--- src/rtl/burst_arb_pkg.sv ---
// Shared types and defaults for the burst-grant arbiter.
// Optional checkers: BURST_ARB_SVA_EN.
package burst_arb_pkg;

  localparam int BURST_ARB_NUM_CH_DEF = 4;
  localparam int BURST_ARB_CNT_W_DEF  = 3;

  typedef enum logic {
    ARB_IDLE,
    ARB_GRANT
  } arb_state_e;

endpackage

--- src/rtl/burst_grant_arb_rr_picker.sv ---
// Combinational round-robin picker: first set
// request at or after ptr, wrapping modulo NUM_CH.
module rr_picker #(
  parameter  int NUM_CH = 4,
  localparam int IW     = $clog2(NUM_CH)
) (
  input  logic [NUM_CH-1:0] req,
  input  logic [IW-1:0]     ptr,
  output logic [NUM_CH-1:0] win,
  output logic [IW-1:0]     idx,
  output logic              valid
);

  logic [IW-1:0] c;

  always_comb begin
    win   = '0;
    idx   = '0;
    valid = 1'b0;
    c     = '0;
    for (int i = 0; i < NUM_CH; i++) begin
      c = IW'((int'(ptr) + i) % NUM_CH);
      if (!valid && req[c]) begin
        valid  = 1'b1;
        idx    = c;
        win[c] = 1'b1;
      end
    end
  end

endmodule

--- src/rtl/burst_grant_arb.sv ---
// Round-robin burst-grant arbiter, registered outputs.
// Optional checkers: BURST_ARB_SVA_EN.
module burst_grant_arb
  import burst_arb_pkg::*;
#(
  parameter  int NUM_CH = BURST_ARB_NUM_CH_DEF,
  parameter  int CNT_W  = BURST_ARB_CNT_W_DEF,
  localparam int IW     = $clog2(NUM_CH)
) (
  input  logic                    clk,
  input  logic                    reset,
  input  logic [NUM_CH-1:0]       req,
  input  logic [NUM_CH*CNT_W-1:0] num_grants,
  output logic [NUM_CH-1:0]       gnt,
  output logic [IW-1:0]           gnt_idx,
  output logic                    last,
  output logic                    busy
);

  arb_state_e        state, state_n;
  logic [CNT_W-1:0]  remaining, rem_n;
  logic [IW-1:0]     rr_ptr, ptr_n;
  logic [NUM_CH-1:0] mask, mask_n;
  logic [NUM_CH-1:0] gnt_n;
  logic [IW-1:0]     idx_n;
  logic              last_n, busy_n;

  logic [NUM_CH-1:0] pick_win;
  logic [IW-1:0]     pick_idx;
  logic              pick_valid;
  logic [CNT_W-1:0]  len_arr [NUM_CH];
  logic [CNT_W-1:0]  len;

  rr_picker #(.NUM_CH(NUM_CH)) u_pick (
    .req   (req & ~mask),
    .ptr   (rr_ptr),
    .win   (pick_win),
    .idx   (pick_idx),
    .valid (pick_valid)
  );

  always_comb begin
    for (int c = 0; c < NUM_CH; c++)
      len_arr[c] = num_grants[c*CNT_W +: CNT_W];
  end

  always_ff @(posedge clk or posedge reset) begin
    if (reset) state <= ARB_IDLE;
    else       state <= state_n;
  end

  always_comb begin
    len = len_arr[pick_idx];
    if (len == '0) len = CNT_W'(1);
    state_n = state;
    rem_n   = remaining;
    ptr_n   = rr_ptr;
    mask_n  = '0;
    gnt_n   = '0;
    idx_n   = gnt_idx;
    last_n  = 1'b0;
    busy_n  = 1'b0;
    unique case (state)
      ARB_IDLE: begin
        if (pick_valid) begin
          state_n = ARB_GRANT;
          rem_n   = len;
          gnt_n   = pick_win;
          idx_n   = pick_idx;
          busy_n  = 1'b1;
          last_n  = (len == CNT_W'(1));
        end
      end
      ARB_GRANT: begin
        // dropped request aborts exactly like a completion
        if (!req[gnt_idx] || remaining == CNT_W'(1)) begin
          state_n = ARB_IDLE;
          rem_n   = '0;
          mask_n  = gnt;
          ptr_n   = (gnt_idx == IW'(NUM_CH-1)) ?
                    '0 : gnt_idx + 1'b1;
        end else begin
          rem_n  = remaining - 1'b1;
          gnt_n  = gnt;
          busy_n = 1'b1;
          last_n = (remaining == CNT_W'(2));
        end
      end
      default: state_n = ARB_IDLE;
    endcase
  end

  always_ff @(posedge clk or posedge reset) begin
    if (reset) begin
      remaining <= '0;
      rr_ptr    <= '0;
      mask      <= '0;
      gnt       <= '0;
      gnt_idx   <= '0;
      last      <= 1'b0;
      busy      <= 1'b0;
    end else begin
      remaining <= rem_n;
      rr_ptr    <= ptr_n;
      mask      <= mask_n;
      gnt       <= gnt_n;
      gnt_idx   <= idx_n;
      last      <= last_n;
      busy      <= busy_n;
    end
  end

`ifdef BURST_ARB_SVA_EN
  a_onehot: assert property (@(posedge clk)
    disable iff (reset) $onehot0(gnt));

  a_last_busy: assert property (@(posedge clk)
    disable iff (reset) last |-> busy);

  a_idx: assert property (@(posedge clk)
    disable iff (reset)
    busy |-> (gnt[gnt_idx] && $onehot(gnt)));

  a_idle: assert property (@(posedge clk)
    disable iff (reset) !busy |-> (gnt == '0));

  a_len: assert property (@(posedge clk)
    disable iff (reset)
    busy |-> (last == (remaining == CNT_W'(1))));

  a_hold: assert property (@(posedge clk)
    disable iff (reset)
    (busy && !last && req[gnt_idx]) |=>
    (busy && gnt == $past(gnt)));

  a_end: assert property (@(posedge clk)
    disable iff (reset) last |=> !busy);

  a_req: assert property (@(posedge clk)
    disable iff (reset) (gnt & ~$past(req)) == '0);

  c_b2b: cover property (@(posedge clk)
    disable iff (reset)
    last ##1 !busy ##1
    (busy && gnt_idx != $past(gnt_idx, 2)));
`else
  // checkers compiled out
`endif

endmodule

--- config.mk ---
export PLATFORM = sky130hd
export DESIGN_NAME = burst_grant_arb
export DESIGN_NICKNAME = d
export VERILOG_FILES = /design/src/rtl/burst_arb_pkg.sv /design/src/rtl/burst_grant_arb_rr_picker.sv /design/src/rtl/burst_grant_arb.sv
export SDC_FILE = /design/constraint.sdc
export NUM_CORES = 1
export LEC_CHECK = 0
export ABC_AREA = 1
export BUFFER_PORTS_ARGS = -buffer_cell sky130_fd_sc_hd__clkbuf_2
export CORE_AREA = 2 2 60 48
export CTS_CLUSTER_DIAMETER = 150
export DETAILED_ROUTE_END_ITERATION = 10
export DIE_AREA = 0 0 62 50
export GPL_TIMING_DRIVEN = 0
export PLACE_DENSITY = 0.88
export RECOVER_POWER = 50
export SLEW_MARGIN = 0
export SYNTH_ARGS = -nofsm -noshare
export SYNTH_HDL_FRONTEND = slang
export SYNTH_SLANG_ARGS = --single-unit
export TNS_END_PERCENT = 10
--- constraint.sdc ---
create_clock -name clk -period 7.02 [get_ports clk]
set_input_delay 1.053 -clock clk [delete_from_list [all_inputs] [get_ports clk]]
set_output_delay 1.053 -clock clk [all_outputs]
set_load 0.02 [all_outputs]
Yosys cells after proc, flatten, opt, wreduce, memory -nomap -nowiden:

Cells that the tools add are included.

* input port bits: 18
* latch bits: 0
* logic and storage cells: 99
* memories kept: 0
* register bits after elaboration: 17
* memory bits (writable): 0
* ROM bits: 0
* output and inout port bits: 8

* $lt $le $gt $ge: 10
* $add $sub $neg: 5
* multiplexer cells: 49
* reduce and logical (&&, ||, !) cells: 15
* multiply operators: 0
* bitwise operators: 7
* divide/modulo/power cells: 0
* equal/unequal tests: 6
* shifts and indexed selects: 0

Operators by type and width (count)
* $mux W4: 8
* $mux W1: 17
* $lt A2 B3 Y1 const B: 5
* $mux W3: 5
* $or A4 B4 Y4: 3
* $bmux W1 S2: 5
* $mux W2: 5
* $demux W1 S2: 4
* $ge A2 B1 Y1 const B: 4
* $pmux W4 S2: 1
* $logic_and A1 B1 Y1: 7
* $bmux W3 S2: 1
* $eq A3 B1 Y1 const B: 2
* $pmux W3 S2: 1
* $add A2 B1 Y2 const B: 2
* $add A2 B2 Y2 const B: 2
* $and A4 B4 Y4: 1
* $logic_not A1 Y1: 4
* $not A4 Y4: 1
* $pmux W1 S2: 2
* $reduce_and A2 Y1: 2
* $eq A3 B2 Y1 const B: 1
* $ge A3 B3 Y1 const B: 1
* $logic_not A3 Y1: 1
* 7 further kinds: 7

Longest topological paths before layout:

Gate-level depths: netlist of the first run.

* word-level depth: 23
* gate-level depth with buffers: 16
* depth with buffers taken out: 16

By module:

Synthesis of the first run repeated with hierarchy kept, for this count alone.

* cell total of the unflattened synthesis: 204
* area, all modules: 1415.1 µm²

By module, submodules not included
* burst_grant_arb: area an instance 974.7 µm², cells each 130, seq. area each 425.4 µm², times used 1
* rr_picker: area an instance 440.4 µm², cells each 74, seq. area each 0.0 µm², times used 1

Worst setup path after synthesis of the first run:

OpenSTA, ideal clock, no wires.

* kind: input port to flip-flop
* start: input port req[3]
* end: register remaining[0]
* data required time: 6.947 ns
* stages on the path: 13
* setup time: 0.073 ns
* path slack: 4.706 ns
* path buffers: 0
* data arrival time: 2.241 ns
* cell sequence: nand3_1 nand3_2 nand2_4 nand3_4 nand2_2 nand2_2 nand3_4 nand2_1 nand3_2 nand2_2 o21ai_1 nand2_1 a21oi_2

* longest elaborated chain between the ends: 21
* elaborated cells on any way between the ends: 37
* those cells by class: 1 x eq/ne; 25 x mux; 2 x bitwise; 9 x reduce/logical

Ends and longest elaborated chain
* start: declaration: RTL line burst_grant_arb.sv:12 `input logic [NUM_CH-1:0] req,`
* $and A4 B4 Y4: RTL line burst_grant_arb.sv:35 `.req (req & ~mask),`
* $bmux W1 S2: RTL line burst_grant_arb_rr_picker.sv:23 `if (!valid && req[c]) begin`
* $mux W1 (implied by the code): RTL line burst_grant_arb_rr_picker.sv:23
* $mux W1: RTL line burst_grant_arb_rr_picker.sv:23
* $logic_not A1 Y1: RTL line burst_grant_arb_rr_picker.sv:23
* $logic_and A1 B1 Y1: RTL line burst_grant_arb_rr_picker.sv:23
* $mux W1: RTL line burst_grant_arb_rr_picker.sv:23
* $logic_not A1 Y1: RTL line burst_grant_arb_rr_picker.sv:23
* (+4 left out)
* $mux W2: RTL line burst_grant_arb_rr_picker.sv:23
* $not A2 Y3 (implied by the code): RTL line burst_grant_arb.sv:53 `len = len_arr[pick_idx];`
* $bmux W3 S2: RTL line burst_grant_arb.sv:53
* $mux W3 (implied by the code) (2 in series): RTL line burst_grant_arb.sv:53
* $logic_not A3 Y1: RTL line burst_grant_arb.sv:54 `if (len == '0) len = CNT_W'(1);`
* $mux W3: RTL line burst_grant_arb.sv:54
* $mux W3: RTL line burst_grant_arb.sv:65 `if (pick_valid) begin`
* $pmux W3 S2: RTL line burst_grant_arb.sv:63 `unique case (state)`
* end signal: assignment: RTL line burst_grant_arb.sv:103 `remaining <= rem_n;`
* end: declaration: RTL line burst_grant_arb.sv:21 `logic [CNT_W-1:0] remaining, rem_n;`

Several ways; a longest one is shown, not always the timed one. The select of a mux whose other input is x is not followed.
A chain may end at the register's enable or synchronous reset.

Final worst setup path of the first run:

* start: register rr_ptr[0]
* end: register remaining[1]

* longest elaborated chain between the ends: 20
* elaborated cells on any way between the ends: 34
* those cells by class: 3 x add/sub; 1 x eq/ne; 22 x mux; 1 x bitwise; 7 x reduce/logical

Ends and longest elaborated chain
* start: declaration: RTL line burst_grant_arb.sv:22 `logic [IW-1:0] rr_ptr, ptr_n;`
* start signal: assignment: RTL line burst_grant_arb.sv:104 `rr_ptr <= ptr_n;`
* parallel branches: the longest is 20 deep, another holds $add A2 B1 Y2

Several ways; the timed one is not identified. The select of a mux whose other input is x is not followed.

==> results.sh, run 1 <==
export IMPL_path_common_cell="nand2_1"
export IMPL_relSlewSlack_pct=57.9
export IMPL_synthCells=188
export IMPL_fin_skew_ns=0.00667
export IMPL_path_cells="inv_2 -> ha_1 -> inv_1 -> nand3_2 -> nand2_4 -> nand3_2 -> nand2_1 -> nand2_1 -> a21oi_1 -> nand3_1 -> nand2_1 -> nand2_1 -> o21ai_1 -> nand2_1 -> o21ai_2"
export IMPL_antenna_found_initial=0
export IMPL_critPathMaxFanout=11
export IMPL_min_period_ns=2.84
export IMPL_crit_arrival_ns=3.07
export IMPL_grt_pass1_vias=1180
export IMPL_avgRoutedWirePerCell_microns=12.4
export IMPL_clk_path_buf_depth=2
export IMPL_crit_slowest_cell="dfrtp_1"
export IMPL_n_antenna_cell=0
export IMPL_chipHeight_microns=50
export IMPL_cap_violations=0
export IMPL_final_common_cell="nand2_1"
export IMPL_numCtsBuffers=3
export IMPL_synthTopCellsByArea="dfrtp_1, ha_1, nand2_1"
export IMPL_synth_top_area_cell="dfrtp_1"
export IMPL_yosysWarnings=0
export IMPL_h_tree_depth=1
export IMPL_drtAntennaViolNets=0
export IMPL_timing_setup_tns_ns=0
export IMPL_rsz0062_at_grt="false"
export IMPL_clk_pin_slew_ns=0.10
export IMPL_grt_pass1_wl_microns=5210
export IMPL_portBuffers=25
export IMPL_cts_tree="done"
export IMPL_fp_coreArea_sq_um=2500
export IMPL_ys_types=25
export IMPL_num_rows=16
export IMPL_grt_max_degree=18
export IMPL_dp_hpwl_microns=2450
export IMPL_wirelength_microns=3150
export IMPL_num_fill_cells=212
export IMPL_cp_required_ns=7.25
export IMPL_synthToLayoutAreaGrowth_pct=13.6
export IMPL_cts_hold_buf=0
export IMPL_clkLatencyLatePin_ns=0.29
export IMPL_synth_top_cell_area_share_pct=29.6
export IMPL_setup_viol=0
export IMPL_final_cell_mix="nand2_1, inv_1, clkbuf_2, dfrtp_1, nand3_1"
export IMPL_timing_critical_path_buf_inv=2
export IMPL_holdCritPathClass="reg -> reg"
export IMPL_dieArea_sq_um=3100
export IMPL_initial_core_util_pct=57.4
export IMPL_drive_gt1_share_pct=24.4
export IMPL_critPathTopFamily="simple AND/OR/NAND/NOR gates"
export IMPL_via_per_inst=5.30
export IMPL_drtPass1Iterations=5
export IMPL_final_nets=248
export IMPL_hold_viol=0
export IMPL_clock_root_buffer="clkbuf_4"
export IMPL_post_cts_buffers=0
export IMPL_startpoint_type="register"
export IMPL_path_depth=15
export IMPL_place_gp_congestion=0.843
export IMPL_ys_ff_latch=17
export IMPL_final_max_slew_viol_count=0
export IMPL_grt_use_total_pct=22.6
export IMPL_seq_area_frac_synth_pct=29.6
export IMPL_cts_resized=0
export IMPL_holdWs_ns=0.526
export IMPL_grt_remaining_overflow=0
export IMPL_drc=0
export IMPL_die_width_microns=62
export IMPL_worstSetupPathType="reg -> reg"
export IMPL_max_stage_delay_ns=0.64
export IMPL_cp_end_kind="register"
export IMPL_finalCritPeriodShare_pct=40.4
export IMPL_cts_sinks=17
export IMPL_final_core_util_pct=65.2
export IMPL_syn_avg_cell_area_sq_um=7.64
export IMPL_pin_count=26
export IMPL_worst_pin_slew_ns=0.630
export IMPL_synth_area_sq_um=1440
export IMPL_syn_num_nets=218
export IMPL_fmaxAchievable_ghz=0.352
export IMPL_drt_iter0_drc=75
export IMPL_worst_hold_path_num_cells=2
export IMPL_reg2regPathDepth=15
export IMPL_status="completed"
export IMPL_vias=1340
-- final timing paths --
path                                       startpoint  slack [ns]                  endpoint
max in group asynchronous                       reset        5.81        gnt[3]$_DFFE_PP0P_
worst min register to register     gnt[0]$_DFFE_PP0P_        0.53         mask[0]$_DFF_PP0_
worst max-delay path            rr_ptr[0]$_DFFE_PP0P_        4.18  remaining[1]$_DFFE_PP0P_
min in group asynchronous                       reset        0.80     rr_ptr[1]$_DFFE_PP0P_
worst max register to register  rr_ptr[0]$_DFFE_PP0P_        4.18  remaining[1]$_DFFE_PP0P_
worst min-delay path               gnt[0]$_DFFE_PP0P_        0.53         mask[0]$_DFF_PP0_
-- worst register-to-register path: cells and delay by family (launching register included) --
kind	cells	cell delay, ns
buffers and inverters	2	0.36
AO/OA/AOI/OAI	3	0.39
flip-flops	1	0.64
adder cells (fa/ha/maj)	1	0.44
AND/OR/NAND/NOR	9	0.96
-- cell families after synthesis --
| family | Yosys count | synth area share (%) |
|---|---|---|
| and+or+nand+nor | 92 | 36.8 |
| AOI/OAI and AO/OA | 27 | 12.4 |
| xor gates and xnor gates | 1 | 0.610 |
| adders and majority gates | 12 | 10.5 |
| DFF | 17 | 29.6 |
| buffers and inverters | 39 | 10.2 |
-- synth_stat cells, drive strengths merged --
library cell / n
a22oi: 1
o22ai: 7
o32ai: 1
nand2: 44
o21ai: 6
a21oi: 6
inv: 39
nand3: 28
nor2: 12
dfrtp: 17
xor2: 1
a221oi: 3
ha: 12
o221ai: 1
o31ai: 2
nand4: 8
-- sequential cells by signal, indices dropped and copies added, names as in the netlist --
register   flops
busy           1
gnt_idx        2
remaining      3
mask           4
gnt            4
last           1
rr_ptr         2
-- final cells by class --
cell class                      count  area (sq um)  area share [%]
Timing Repair Buffer               25           124            7.59
Inverter                           39           146            8.97
Clock buffer                        4          26.3            1.61
Tap cell                           36          45.0            2.76
Sequential cell                    17           425            26.1
Multi-Input combinational cell    132           865            53.0
-- routing by layer --
metal	GRT usage [%]	share of wire [%]	routed length, microns	vias up
met3	5.77	5.3	167	7
met1	31.3	48	1510	602
li1	-	-	-	690
met2	35.1	45	1420	41
met4	5.32	1.5	48	0
met5	0	0	0	-
-- per-stage QoR --
stage          cells  setup WS (ns)  cell area, sq um
2_1_floorplan    188           4.71              1440
3_5_place_dp     249           4.27              1610
6_report         253           4.18              1630
3_3_place_gp     249           4.32              1610
4_1_cts          253           4.21              1630
5_1_grt          253           3.89              1630
Power of run 1 is not shown: default switching activity piles up to over one toggle a cycle in this logic, so the estimate is an artifact.
==> inputs of run 2 (changes only) <==
--- a/config.mk
+++ b/config.mk
@@ -5,14 +5,14 @@
 export SDC_FILE = /design/constraint.sdc
 export NUM_CORES = 1
 export LEC_CHECK = 0
-export ABC_AREA = 1
+export ABC_AREA = 0
 export BUFFER_PORTS_ARGS = -buffer_cell sky130_fd_sc_hd__clkbuf_2
-export CORE_AREA = 2 2 60 48
+export CORE_AREA = 2 2 65 52
 export CTS_CLUSTER_DIAMETER = 150
 export DETAILED_ROUTE_END_ITERATION = 10
-export DIE_AREA = 0 0 62 50
+export DIE_AREA = 0 0 67 54
 export GPL_TIMING_DRIVEN = 0
-export PLACE_DENSITY = 0.88
+export PLACE_DENSITY = 0.8
 export RECOVER_POWER = 50
 export SLEW_MARGIN = 0
 export SYNTH_ARGS = -nofsm -noshare
==> constraint.sdc (replaced) <==
create_clock -name clk -period 2.55 [get_ports clk]
set_input_delay 0.3825 -clock clk [delete_from_list [all_inputs] [get_ports clk]]
set_output_delay 0.3825 -clock clk [all_outputs]
set_load 0.02 [all_outputs]
==> results.sh, run 2 <==
export IMPL_fmaxAchievable_ghz=0.409
export IMPL_irDropWorstVdd_v=0.000643
export IMPL_num_rows=18
export IMPL_h_tree_depth=1
export IMPL_syn_num_nets=191
export IMPL_worstSetupPathType="reg -> reg"
export IMPL_initial_core_util_pct=46.9
export IMPL_path_cells="clkinvlp_4 -> ha_4 -> mux4_2 -> nor2b_4 -> o21a_1 -> or2_4 -> a211o_1"
export IMPL_yosysWarnings=0
export IMPL_timing_critical_path_buf_inv=1
export IMPL_top_regs="gnt: 4 flops, mask: 4 flops, remaining: 3 flops"
export IMPL_clk_pin_slew_ns=0.07
export IMPL_cap_violations=0
export IMPL_startpoint_type="register"
export IMPL_die_width_microns=67
export IMPL_relSlewSlack_pct=56.0
export IMPL_power_density_nw_per_um2=1250
export IMPL_crit_slowest_cell="dfrtp_2"
export IMPL_n_antenna_cell=0
export IMPL_portBuffers=25
export IMPL_critPathMaxFanout=7
export IMPL_leakagePower_nw=0.781
export IMPL_holdCritPathClass="in -> async"
export IMPL_syn_avg_cell_area_sq_um=8.93
export IMPL_place_gp_congestion=0.891
export IMPL_dp_cells=226
export IMPL_synth_top_cell_area_share_pct=29.6
export IMPL_synth_top_area_cell="dfrtp_1"
export IMPL_final_nets=225
export IMPL_wirelength_microns=3730
export IMPL_fin_ws_ns=0.108
export IMPL_dieArea_sq_um=3620
export IMPL_final_common_cell="clkbuf_2"
export IMPL_synth_most_common_cell="dfrtp_1"
export IMPL_grt_remaining_overflow=0
export IMPL_holdWs_ns=0.186
export IMPL_grt_use_total_pct=22.5
export IMPL_fin_skew_ns=0.000987
export IMPL_fp_coreArea_sq_um=3060
export IMPL_async_reset_ff_share_pct=100
export IMPL_via_per_inst=6.01
export IMPL_cts_tree="done"
export IMPL_grt_pass1_wl_microns=5950
export IMPL_ys_flop_type="dfrtp_1"
export IMPL_seqCellArea_sq_um=428
export IMPL_ys_ff_latch=17
export IMPL_drtAntennaViolNets=0
export IMPL_crit_arrival_ns=2.59
export IMPL_drive_gt1_share_pct=22.7
export IMPL_synthToLayoutAreaGrowth_pct=18.8
export IMPL_dp_hpwl_microns=2800
export IMPL_setup_viol=0
export IMPL_numCtsBuffers=3
export IMPL_cp_required_ns=2.69
export IMPL_pre_cts_ws_ns=-0.0903
export IMPL_clkLatencyLatePin_ns=0.26
export IMPL_rsz0062_at_grt="false"
export IMPL_timing_setup_tns_ns=0
export IMPL_max_stage_delay_ns=0.47
export IMPL_avgRoutedWirePerCell_microns=15.9
export IMPL_synthTopCellsByArea="dfrtp_1, ha_1, o21ai_0"
export IMPL_pin_count=26
export IMPL_cts_hold_buf=0
export IMPL_clk_path_buf_depth=2
export IMPL_grt_max_degree=18
export IMPL_finalCritPeriodShare_pct=95.8
export IMPL_worst_pin_slew_ns=0.660
export IMPL_min_period_ns=2.44
export IMPL_vias=1407
export IMPL_synth_area_sq_um=1440
export IMPL_drtPass1Iterations=4
export IMPL_seq_area_frac_synth_pct=29.6
export IMPL_synthCells=161
export IMPL_num_fill_cells=299
export IMPL_status="completed"
export IMPL_multiInputGateArea_sq_um=966
export IMPL_final_max_slew_viol_count=0
export IMPL_drt_iter0_drc=150
export IMPL_clock_root_buffer="clkbuf_8"
export IMPL_startpoint="rr_ptr[0]$_DFFE_PP0P_"
export IMPL_final_cell_mix="clkbuf_2, dfrtp_1, nor2_1, nand2_1, o21ai_0"
export IMPL_cts_sinks=17
export IMPL_synth_edf_count=0
export IMPL_instances_no_fill=234
export IMPL_synthTopCellsByCount="dfrtp_1, nand2_1, nor2_1, o21ai_0, ha_1"
export IMPL_antenna_found_initial=0
export IMPL_drc=0
export IMPL_chipHeight_microns=54
export IMPL_r2r_start="rr_ptr[0]$_DFFE_PP0P_"
export IMPL_cp_end_kind="register"
export IMPL_ys_types=43
export IMPL_critPathTopFamily="compound AO/OA/AOI/OAI gates"
export IMPL_grt_pass1_vias=1181
export IMPL_hold_viol=0
## run 2: cell types whose count changed in the layout (fill, tap and decap cells not counted), sizes merged, moves of 6 or more
| cell | delta |
|---|---|
| inv | -34 |
| nand2 | -30 |
| nand3 | -25 |
| o21ai | +9 |
| buf | +8 |
| nand4 | -8 |
| o22ai | -7 |
| and3 | +6 |
| nor3 | +6 |
| o211ai | +6 |
## run 2: through the flow
stage               area (sq um)  util (%)  power, mW
floorplan                   1440         -       1.47
global placement            1610      52.7       1.78
detailed placement          1610      52.7       1.79
CTS                         1680      54.7       2.06
global route                1710      55.8       2.31
finish                      1710      55.8       2.13
## run 2: cell type report
type                       count  share of cell area, %
buffer                         5                   2.05
inverter                       7                   1.98
clock buffer                   4                   2.64
tap                           40                   2.93
multi-input combinational    132                   56.6
sequential                    17                   25.1
timing repair buffer          29                   8.79
## run 2: logic make-up (layout without fill, tap and decap cells)
logic type | count (synthesis) | in the layout | synth area share (%)
fa+ha+maj | 12 | 12 | 10.4
buf+inv | 12 | 45 | 4.18
simple gates | 65 | 65 | 25.0
flops | 17 | 17 | 29.6
mux | 3 | 3 | 4.70
compound gates | 52 | 52 | 26.1
## run 2: worst paths after layout
check	to	slack (ns)	cells after the start
min in group clk	remaining[2]$_DFFE_PP0P_	0.55	4
max in group asynchronous	rr_ptr[0]$_DFFE_PP0P_	1.90	2
setup / recovery	remaining[1]$_DFFE_PP0P_	0.11	7
setup reg to reg	remaining[1]$_DFFE_PP0P_	0.11	7
hold reg to reg	mask[1]$_DFF_PP0_	0.55	1
hold / removal	remaining[2]$_DFFE_PP0P_	0.19	2
## run 2: routing by layer
metal	vias to the layer above	global-route usage, %	wire length (microns)	share of wire [%]
li1	683	-	-	-
met4	0	7.14	44	1.2
met3	5	2.93	270	7.2
met2	53	31.0	1550	42
met5	-	0	0	0
met1	666	35.7	1860	50
## run 2: where the power goes
group / leakage (nW) / total, mW / internal, mW / switching (mW)
combinational: 0.541 / 1.43 / 0.618 / 0.809
sequential: 0.218 / 0.488 / 0.370 / 0.118
clock: 0.0228 / 0.212 / 0.111 / 0.101
## run 2: repair_timing
action | CTS | global route
setup buffers | 0 | 4
endpoints found under the setup margin | 3 | 3
gates resized for setup | 4 | 7
No activity file was read; power rests on OpenSTA's default activity.
